### src/rtl/complex_nr_mult_pkg.sv
// Definitions shared by the complex multiplier, its operand feeder and their benches:
// feeder FSM encoding and the field layout of a packed operand word.
package complex_nr_mult_pkg;

    typedef enum logic [1:0] {
        IDLE     = 2'd0,
        PRESENT  = 2'd1,
        WAIT_RDY = 2'd2
    } feeder_state_e;

    // Field index within a packed word; index 3 occupies the most significant slice.
    localparam int NUM_FIELDS   = 4;
    localparam int FIELD_OP1_RE = 3;
    localparam int FIELD_OP1_IM = 2;
    localparam int FIELD_OP2_RE = 1;
    localparam int FIELD_OP2_IM = 0;

    function automatic int field_lsb(input int field, input int dw);
        return field * dw;
    endfunction

endpackage

### src/rtl/complex_nr_op_fifo.sv
// Operand word FIFO with wrap-bit pointers, registered full/empty flags and a
// sticky overflow flag; a write while full is dropped even if a pop happens that cycle.
module complex_nr_op_fifo #(
    parameter int WIDTH = 32,
    parameter int DEPTH = 4
) (
    input  logic             clk,
    input  logic             rstn,
    input  logic             sw_rst,
    input  logic             wr_en,
    input  logic [WIDTH-1:0] wr_data,
    input  logic             rd_en,
    output logic [WIDTH-1:0] rd_data,
    output logic             full,
    output logic             empty,
    output logic             ovf
);

    localparam int AW = $clog2(DEPTH);
    localparam logic [AW:0] PTR_ONE = {{AW{1'b0}}, 1'b1};

    logic [WIDTH-1:0] mem_q [DEPTH];
    logic [AW:0]      wr_ptr_q, wr_ptr_d;
    logic [AW:0]      rd_ptr_q, rd_ptr_d;
    logic             full_q, full_d;
    logic             empty_q, empty_d;
    logic             ovf_q, ovf_d;
    logic             do_wr_s;
    logic             do_rd_s;

    assign do_wr_s = wr_en & ~full_q;
    assign do_rd_s = rd_en & ~empty_q;

    // Next pointers and flags, derived from the post-edge pointers so the flags are registered.
    always_comb begin
        wr_ptr_d = wr_ptr_q;
        rd_ptr_d = rd_ptr_q;
        if (do_wr_s) begin
            wr_ptr_d = wr_ptr_q + PTR_ONE;
        end else begin
            wr_ptr_d = wr_ptr_q;
        end
        if (do_rd_s) begin
            rd_ptr_d = rd_ptr_q + PTR_ONE;
        end else begin
            rd_ptr_d = rd_ptr_q;
        end
        full_d  = (wr_ptr_d[AW] != rd_ptr_d[AW]) && (wr_ptr_d[AW-1:0] == rd_ptr_d[AW-1:0]);
        empty_d = (wr_ptr_d == rd_ptr_d);
        ovf_d   = ovf_q | (wr_en & full_q);
    end

    // Pointer, flag and storage registers.
    always_ff @(posedge clk or negedge rstn) begin
        if (!rstn) begin
            wr_ptr_q <= '0;
            rd_ptr_q <= '0;
            full_q   <= 1'b0;
            empty_q  <= 1'b1;
            ovf_q    <= 1'b0;
            for (int i = 0; i < DEPTH; i++) begin
                mem_q[i] <= '0;
            end
        end else if (sw_rst) begin
            wr_ptr_q <= '0;
            rd_ptr_q <= '0;
            full_q   <= 1'b0;
            empty_q  <= 1'b1;
            ovf_q    <= 1'b0;
        end else begin
            wr_ptr_q <= wr_ptr_d;
            rd_ptr_q <= rd_ptr_d;
            full_q   <= full_d;
            empty_q  <= empty_d;
            ovf_q    <= ovf_d;
            if (do_wr_s) begin
                mem_q[wr_ptr_q[AW-1:0]] <= wr_data;
            end
        end
    end

    assign rd_data = mem_q[rd_ptr_q[AW-1:0]];
    assign full    = full_q;
    assign empty   = empty_q;
    assign ovf     = ovf_q;

endmodule

### src/rtl/complex_nr_op_feeder.sv
// Operand feeder for the complex multiplier: queues host words and hands them over one
// at a time; a handoff completes when op_ready falls while op_val is high.
module complex_nr_op_feeder
    import complex_nr_mult_pkg::*;
#(
    parameter int DATA_WIDTH = 8,
    parameter int DEPTH      = 4,
    parameter int CNT_WIDTH  = 16
) (
    input  logic                             clk,
    input  logic                             rstn,
    input  logic                             sw_rst,
    input  logic                             wr_en,
    input  logic [NUM_FIELDS*DATA_WIDTH-1:0] wr_data,
    output logic                             full,
    output logic                             empty,
    output logic                             ovf,
    input  logic                             op_ready,
    output logic                             op_val,
    output logic [NUM_FIELDS*DATA_WIDTH-1:0] op_data,
    output logic [CNT_WIDTH-1:0]             tx_count
);

    localparam int WORD_W = NUM_FIELDS * DATA_WIDTH;
    localparam logic [CNT_WIDTH-1:0] CNT_ONE = {{(CNT_WIDTH-1){1'b0}}, 1'b1};

    feeder_state_e       state_q;
    logic                op_val_q;
    logic [WORD_W-1:0]   op_data_q;
    logic [CNT_WIDTH-1:0] tx_count_q;
    logic [WORD_W-1:0]   head_s;
    logic                fifo_empty_s;
    logic                pop_s;

    // The head word stays in the FIFO while presented; it is popped only on acceptance.
    assign pop_s = (state_q == PRESENT) & ~op_ready;

    complex_nr_op_fifo #(
        .WIDTH (WORD_W),
        .DEPTH (DEPTH)
    ) u_fifo (
        .clk     (clk),
        .rstn    (rstn),
        .sw_rst  (sw_rst),
        .wr_en   (wr_en),
        .wr_data (wr_data),
        .rd_en   (pop_s),
        .rd_data (head_s),
        .full    (full),
        .empty   (fifo_empty_s),
        .ovf     (ovf)
    );

    // Handoff FSM with registered op_val, op_data and handoff counter.
    always_ff @(posedge clk or negedge rstn) begin
        if (!rstn) begin
            state_q    <= IDLE;
            op_val_q   <= 1'b0;
            op_data_q  <= '0;
            tx_count_q <= '0;
        end else if (sw_rst) begin
            state_q    <= IDLE;
            op_val_q   <= 1'b0;
            op_data_q  <= '0;
            tx_count_q <= '0;
        end else begin
            case (state_q)
                IDLE: begin
                    if (!fifo_empty_s) begin
                        op_data_q <= head_s;
                        op_val_q  <= 1'b1;
                        state_q   <= PRESENT;
                    end
                end
                PRESENT: begin
                    if (!op_ready) begin
                        op_val_q   <= 1'b0;
                        tx_count_q <= tx_count_q + CNT_ONE;
                        state_q    <= WAIT_RDY;
                    end
                end
                WAIT_RDY: begin
                    if (op_ready) begin
                        state_q <= IDLE;
                    end
                end
                default: begin
                    op_val_q <= 1'b0;
                    state_q  <= IDLE;
                end
            endcase
        end
    end

    assign empty    = fifo_empty_s;
    assign op_val   = op_val_q;
    assign op_data  = op_data_q;
    assign tx_count = tx_count_q;

endmodule

### config.mk
export PLATFORM = sky130hd
export DESIGN_NAME = complex_nr_op_feeder
export DESIGN_NICKNAME = d
export VERILOG_FILES = /design/src/rtl/complex_nr_mult_pkg.sv /design/src/rtl/complex_nr_op_fifo.sv /design/src/rtl/complex_nr_op_feeder.sv
export SDC_FILE = /design/constraint.sdc
export NUM_CORES = 1
export LEC_CHECK = 0
export BUFFER_PORTS_ARGS = -buffer_cell sky130_fd_sc_hd__buf_2
export CAP_MARGIN = 0
export CORE_UTILIZATION = 59
export CTS_CLUSTER_SIZE = 28
export DETAILED_ROUTE_END_ITERATION = 8
export PLACE_DENSITY = 0.8
export SKIP_CTS_REPAIR_TIMING = 1
export SYNTH_ARGS = -nofsm -noshare
export SYNTH_HDL_FRONTEND = slang
export SYNTH_HIERARCHICAL = 1
export SYNTH_SLANG_ARGS = --single-unit
### constraint.sdc
create_clock -name clk -period 2.45 [get_ports clk]
set_clock_uncertainty 0.1 [all_clocks]
set_input_delay 0.6125 -clock clk [delete_from_list [all_inputs] [get_ports clk]]
set_output_delay 0.6125 -clock clk [all_outputs]
set_load 0.01 [all_outputs]
## Word-level counts from Yosys, hierarchy flattened

Index checks and enable logic that the tools add are counted.

- Input port bits: 37
- Logic and storage cells: 79
- Register bits: 188
- Output and inout bits: 52

- Magnitude comparators: 3
- Bitwise logic cells: 11
- Add/sub/neg operators: 3
- Reduce and logical (&&, ||, !) cells: 10
- Eq/ne operators: 11
- Mux-type cells: 28

Operators with widths:

| cell | count |
|---|---|
| two-way mux 32 bit | 6 |
| bitwise mux 128 bit | 1 |
| binary-select mux 32 bit (select 2 bit) | 1 |
| demux 32 bit (select 2 bit) | 1 |
| two-way mux 16 bit | 3 |
| adder 16 x 1 -> 16 bit, second input constant | 1 |
| two-way mux 3 bit | 4 |
| inequality test 3 bit, second input constant | 3 |
| two-way mux 2 bit | 4 |
| adder 3 x 1 -> 3 bit, second input constant | 2 |
| greater-or-equal comparator 3 bit, second input constant | 2 |
| two-way mux 1 bit | 6 |
| inequality test 2 bit, second input constant | 3 |
| inverter 2 -> 3 bit | 2 |
| case mux 2 bit (3 select lines) | 1 |
| AND reduction 2 bit | 3 |
| AND reduction 3 bit | 2 |
| bitwise AND 1 bit | 4 |
| inverter 1 bit | 4 |
| nonzero test 2 bit | 2 |
| == test 3 bit | 1 |
| less-than comparator 3 x 1 -> 1 bit, second input constant | 1 |
| case mux 1 bit (3 select lines) | 1 |
| == test 2 x 1 -> 1 bit, second input constant | 1 |
| other kinds (6) | 7 |

## Logic depth before layout (Yosys ltp)

- Word-level depth: 7
- Gate-level depth with buffers: 7
- Mapped depth without buffers: 6

## Modules after synthesis

The synthesis kept the hierarchy.

By module, submodules not included:

| module | sequential area each (µm²) | instances | area an instance (µm²) | cells an instance |
|---|---|---|---|---|
| complex_nr_op_fifo | 3429.5 | 1 | 6680.2 | 359 |
| complex_nr_op_feeder | 1276.2 | 1 | 2217.1 | 238 |

## Worst setup path before layout

No wires, ideal clock.

- Path kind: input -> register
- Start: input op_ready
- End: register tx_count_q[11] (netlist: tx_count[11])
- Setup time: 0.127 ns
- Required time: 2.223 ns
- Arrival time: 1.890 ns
- Slack: 0.333 ns
- Cell stages on the path: 5
- Buffers on the path: 1
- Path through: or3b_1 buf_2 nor4_4 and3_1 mux2_1

- Cells in the longest elaborated chain, start to end: 2

Ends and longest elaborated chain:

| what | RTL line | text |
|---|---|---|
| start, declared | complex_nr_op_feeder.sv:18 | `input logic op_ready,` |
| inequality test 2 bit (no source line) | - |  |
| AND reduction 2 bit (no source line) | - |  |
| end signal, assigned | complex_nr_op_feeder.sv:78 | `tx_count_q <= tx_count_q + CNT_ONE;` |
| end, declared | complex_nr_op_feeder.sv:30 | `logic [CNT_WIDTH-1:0] tx_count_q;` |

Every way passes these cells.
A chain may end at the register's enable or synchronous reset.

## Final worst setup path

- Start: register state_q[0]
- End: register u_fifo.empty_q (netlist: u_fifo/empty)

- Cells in the longest elaborated chain, start to end: 6

Ends and longest elaborated chain:

| what | RTL line | text |
|---|---|---|
| start, declared | complex_nr_op_feeder.sv:27 | `feeder_state_e state_q;` |
| start signal, assigned | complex_nr_op_feeder.sv:57 | `state_q <= IDLE;` |
| start signal, assigned | complex_nr_op_feeder.sv:62 | `state_q <= IDLE;` |
| start signal, assigned | complex_nr_op_feeder.sv:72 | `state_q <= PRESENT;` |
| == test 2 x 1 -> 1 bit | complex_nr_op_feeder.sv:36 | `assign pop_s = (state_q == PRESENT) & ~op_ready;` |
| bitwise AND 1 bit | complex_nr_op_feeder.sv:36 |  |
| named net pop_s | complex_nr_op_feeder.sv:33 | `logic pop_s;` |
| bitwise AND 1 bit | complex_nr_op_fifo.sv:32 | `assign do_rd_s = rd_en & ~empty_q;` |
| two-way mux 3 bit | complex_nr_op_fifo.sv:43 | `if (do_rd_s) begin` |
| == test 3 bit | complex_nr_op_fifo.sv:49 | `empty_d = (wr_ptr_d == rd_ptr_d);` |
| two-way mux 1 bit | complex_nr_op_fifo.sv:64 | `end else if (sw_rst) begin` |
| end signal, assigned | complex_nr_op_fifo.sv:74 | `empty_q <= empty_d;` |
| end, declared | complex_nr_op_fifo.sv:26 | `logic empty_q, empty_d;` |

The timed path passes the listed nets, and every way through them passes these cells.

==> flow_metrics.py <==
metrics = {
    "status": {
        "outcome": "finished with violations",
        "violations": "DRC",
    },
    "floorplan": {
        "fp.coreArea_um2": 14600,
        "pin_count": 89,
        "dieHeight_um": 125,
        "start_util_pct": 60.8,
        "die_area_um2": 15600,
        "die_w_um": 125,
        "num_rows": 44,
    },
    "power": {
        "power_frac_clock_pct": 30.7,
        "leakagePower_nw": 4.68,
        "power.switching_mw": 2.30,
        "power_frac_seq_pct": 47.9,
        "intPower_mw": 6.65,
        "power_frac_comb_pct": 21.4,
        "total_power_mw": 8.95,
        "p_sw_share_pct": 25.7,
        "p_per_area_nw_per_um2": 892,
        "peakVddDrop_v": 0.000562,
    },
    "critical_path": {
        "ff2ff_path_depth": 6,
        "critPathRequiredTime_ps": 2680,
        "path_cells": "or3b_1, inv_1, nand3b_1, xor2_1, xor2_1, o31ai_1",
        "start_kind": "flip-flop",
        "slowest_delay_ps": 500,
        "end_kind": "flip-flop",
        "critPathSlowestCell": "dfrtp_1",
        "critPathKind": "flip-flop to flip-flop",
        "r2r_slack_ps": 160,
        "cp.arrival_ps": 2520,
        "cp.depth": 6,
        "cp_top_family": "simple AND/OR/NAND/NOR gates",
        "critical_path.most_common_cell": "xor2_1",
        "crit_buf_inv": 1,
        "path_max_fanout": 8,
    },
    "cts": {
        "h-tree-depth": 4,
        "root_buffer": "clkbuf_16",
        "cts.sinks": 188,
        "cts_tree": "yes",
        "cts_buffers": 17,
        "clkTransAtPathRegs_ps": 70,
        "cts_buffer_depth": 2,
        "worstSkewPairLatency_ps": 430,
    },
    "synth": {
        "synth_fa_ha_area_share_pct": 0.844,
        "syn-instance-count": 597,
        "synth_xor_area_share_pct": 1.86,
        "synth-edff-count": 0,
        "ys.flop_type": "dfrtp_1",
        "seq_area_frac_synth_pct": 52.9,
        "synth_area_um2": 8900,
        "synthArstFlopShare_pct": 100,
        "synth-warning-count": 6,
        "synth_compound_area_share_pct": 2.49,
        "ys_seq_elements": 188,
        "synth_nets": 640,
        "synth_top_family_by_area": "multiplexers",
        "ys_types": 41,
        "muxShareOfSynthArea_pct": 30.1,
        "synth-simple-area-share_pct": 7.10,
        "syn_avg_cell_area_um2": 14.9,
    },
    "placement": {
        "dp_hpwl_um": 12100,
        "port_buffers": 88,
        "post-place-ws_ps": -56.4,
        "place_area_um2": 9450,
        "gp_congestion": 0.799,
        "dp_cells": 854,
    },
    "route": {
        "ant_nets": 0,
        "routed-wl-met2_um": 9710,
        "wl_met1_um": 7750,
        "drtPass1Iterations": 6,
        "wl_um": 18600,
        "vias": 5204,
        "drc": 16,
        "topRoutingLayerUsed": "met4",
        "initialDrtViolationCount": 394,
        "via_per_inst": 5.88,
        "wire_per_inst_um": 21.0,
        "met3_length_um": 817,
    },
    "layout": {
        "final_cell_mix": "dfrtp_1 (185), mux2_4 (120), buf_2 (87), nand2_1 (69), a21oi_1 (37)",
        "drive_gt1_share_pct": 45.1,
        "fin_cells": 885,
        "fill_cells": 971,
        "n_antenna_cell": 0,
        "nets": 732,
        "final_util_pct": 68.5,
        "mostFrequentLayoutCell": "dfrtp_1",
        "multiInputGateArea_um2": 3780,
        "seqCellArea_um2": 4710,
        "area_delta_synth_final_pct": 12.7,
        "postLayoutCellArea_um2": 10000,
    },
    "flow_run": {
        "max_cap_viol_count": 0,
    },
    "timing": {
        "whs_ps": 7.72,
        "worst_slack_ps": 160,
        "drv_slew": 0,
        "max_freq_ghz": 0.437,
        "tightest_slew_ps": 577,
        "fin_setup_tns_ps": 0,
        "maxSlewHeadroom_pct": 61.3,
        "rsz0062_at_grt": "false",
        "fin_crit_sh_pct": 93.5,
        "setup_viol": 0,
        "fin_crit_ps": 2290,
        "finalHoldViolCount": 0,
    },
    "global_route": {
        "grt_pass1_wl_um": 31000,
        "grt_util_all_layers_pct": 26.0,
        "grt_pass1_vias": 5737,
        "overflow": 0,
        "antenna_found_initial": 0,
        "grt_max_degree": 56,
    },
    "hold_path": {
        "hp-class": "input port to asynchronous set/reset pin",
    },
}
-- worst paths after layout --
kind / startpoint / to
min in group clk: op_ready / state_q[1]
setup reg to reg: state_q[0] / u_fifo/empty
max in group asynchronous: rstn / u_fifo/mem_q[111]
hold / removal: rstn / tx_count[15]
setup / recovery: state_q[0] / u_fifo/empty
hold reg to reg: u_fifo/ovf / u_fifo/ovf
-- flip-flops by register name (all words and copies together) (netlist names), 2 cells and up --
signal / flops
state_q: 2
u_fifo/rd_ptr_q: 3
u_fifo/mem_q: 128
op_data: 32
u_fifo/wr_ptr_q: 3
tx_count: 16
-- metal layers --
metal / up-vias / global-route usage [%]
li1: 2286 / -
met1: 2738 / 33.3
met2: 149 / 44.6
met3: 31 / 4.42
met4: 0 / 9.80
met5: - / 0
-- cells by family (layout without fill, tap and decap cells) --
| kind of cell | Yosys count | after routing |
|---|---|---|
| DFF | 188 | 188 |
| and+or+nand+nor | 131 | 131 |
| muxes | 166 | 166 |
| buffers and inverters | 46 | 150 |
| xor gates and xnor gates | 18 | 18 |
| AOI/OAI and AO/OA | 42 | 42 |
| adders and majority gates | 6 | 6 |
-- synthesized netlist by cell type (5+ instances only) --
cell type  count  area [um2]
mux4_2        32         721
inv_1          7        26.3
nand3_1        6        30.0
mux2_2        10         113
nor2b_1        5        31.3
mux2_4       120        1800
nor2_1        23        86.3
clkbuf_1      16        60.1
buf_2          5        25.0
nand2_1       69         259
ha_1           6        75.1
xnor2_1        9        78.8
xor2_1         8        70.1
a21oi_1       37         185
dfrtp_1      187        4680
buf_12        13         260
-- area by class of cell --
type	count	share of cell area, %
well taps	184	2.30
multi-input cells	363	37.6
clock inverters	10	1.15
inverters	7	0.262
flip-flops and latches	188	46.9
clock buffers	21	4.69
repair buffers	112	7.02
-- power groups by stage --
stage	Combinational, mW	Clock [mW]	Sequential, mW
3_3_place_gp	1.82	0	4.23
6_report	1.92	2.75	4.28
5_1_grt	2.06	2.92	4.35
4_1_cts	1.93	2.78	4.27
3_5_place_dp	1.90	0	4.31
2_1_floorplan	1.46	0	4.19
Power figures use the tool's default switching activity.
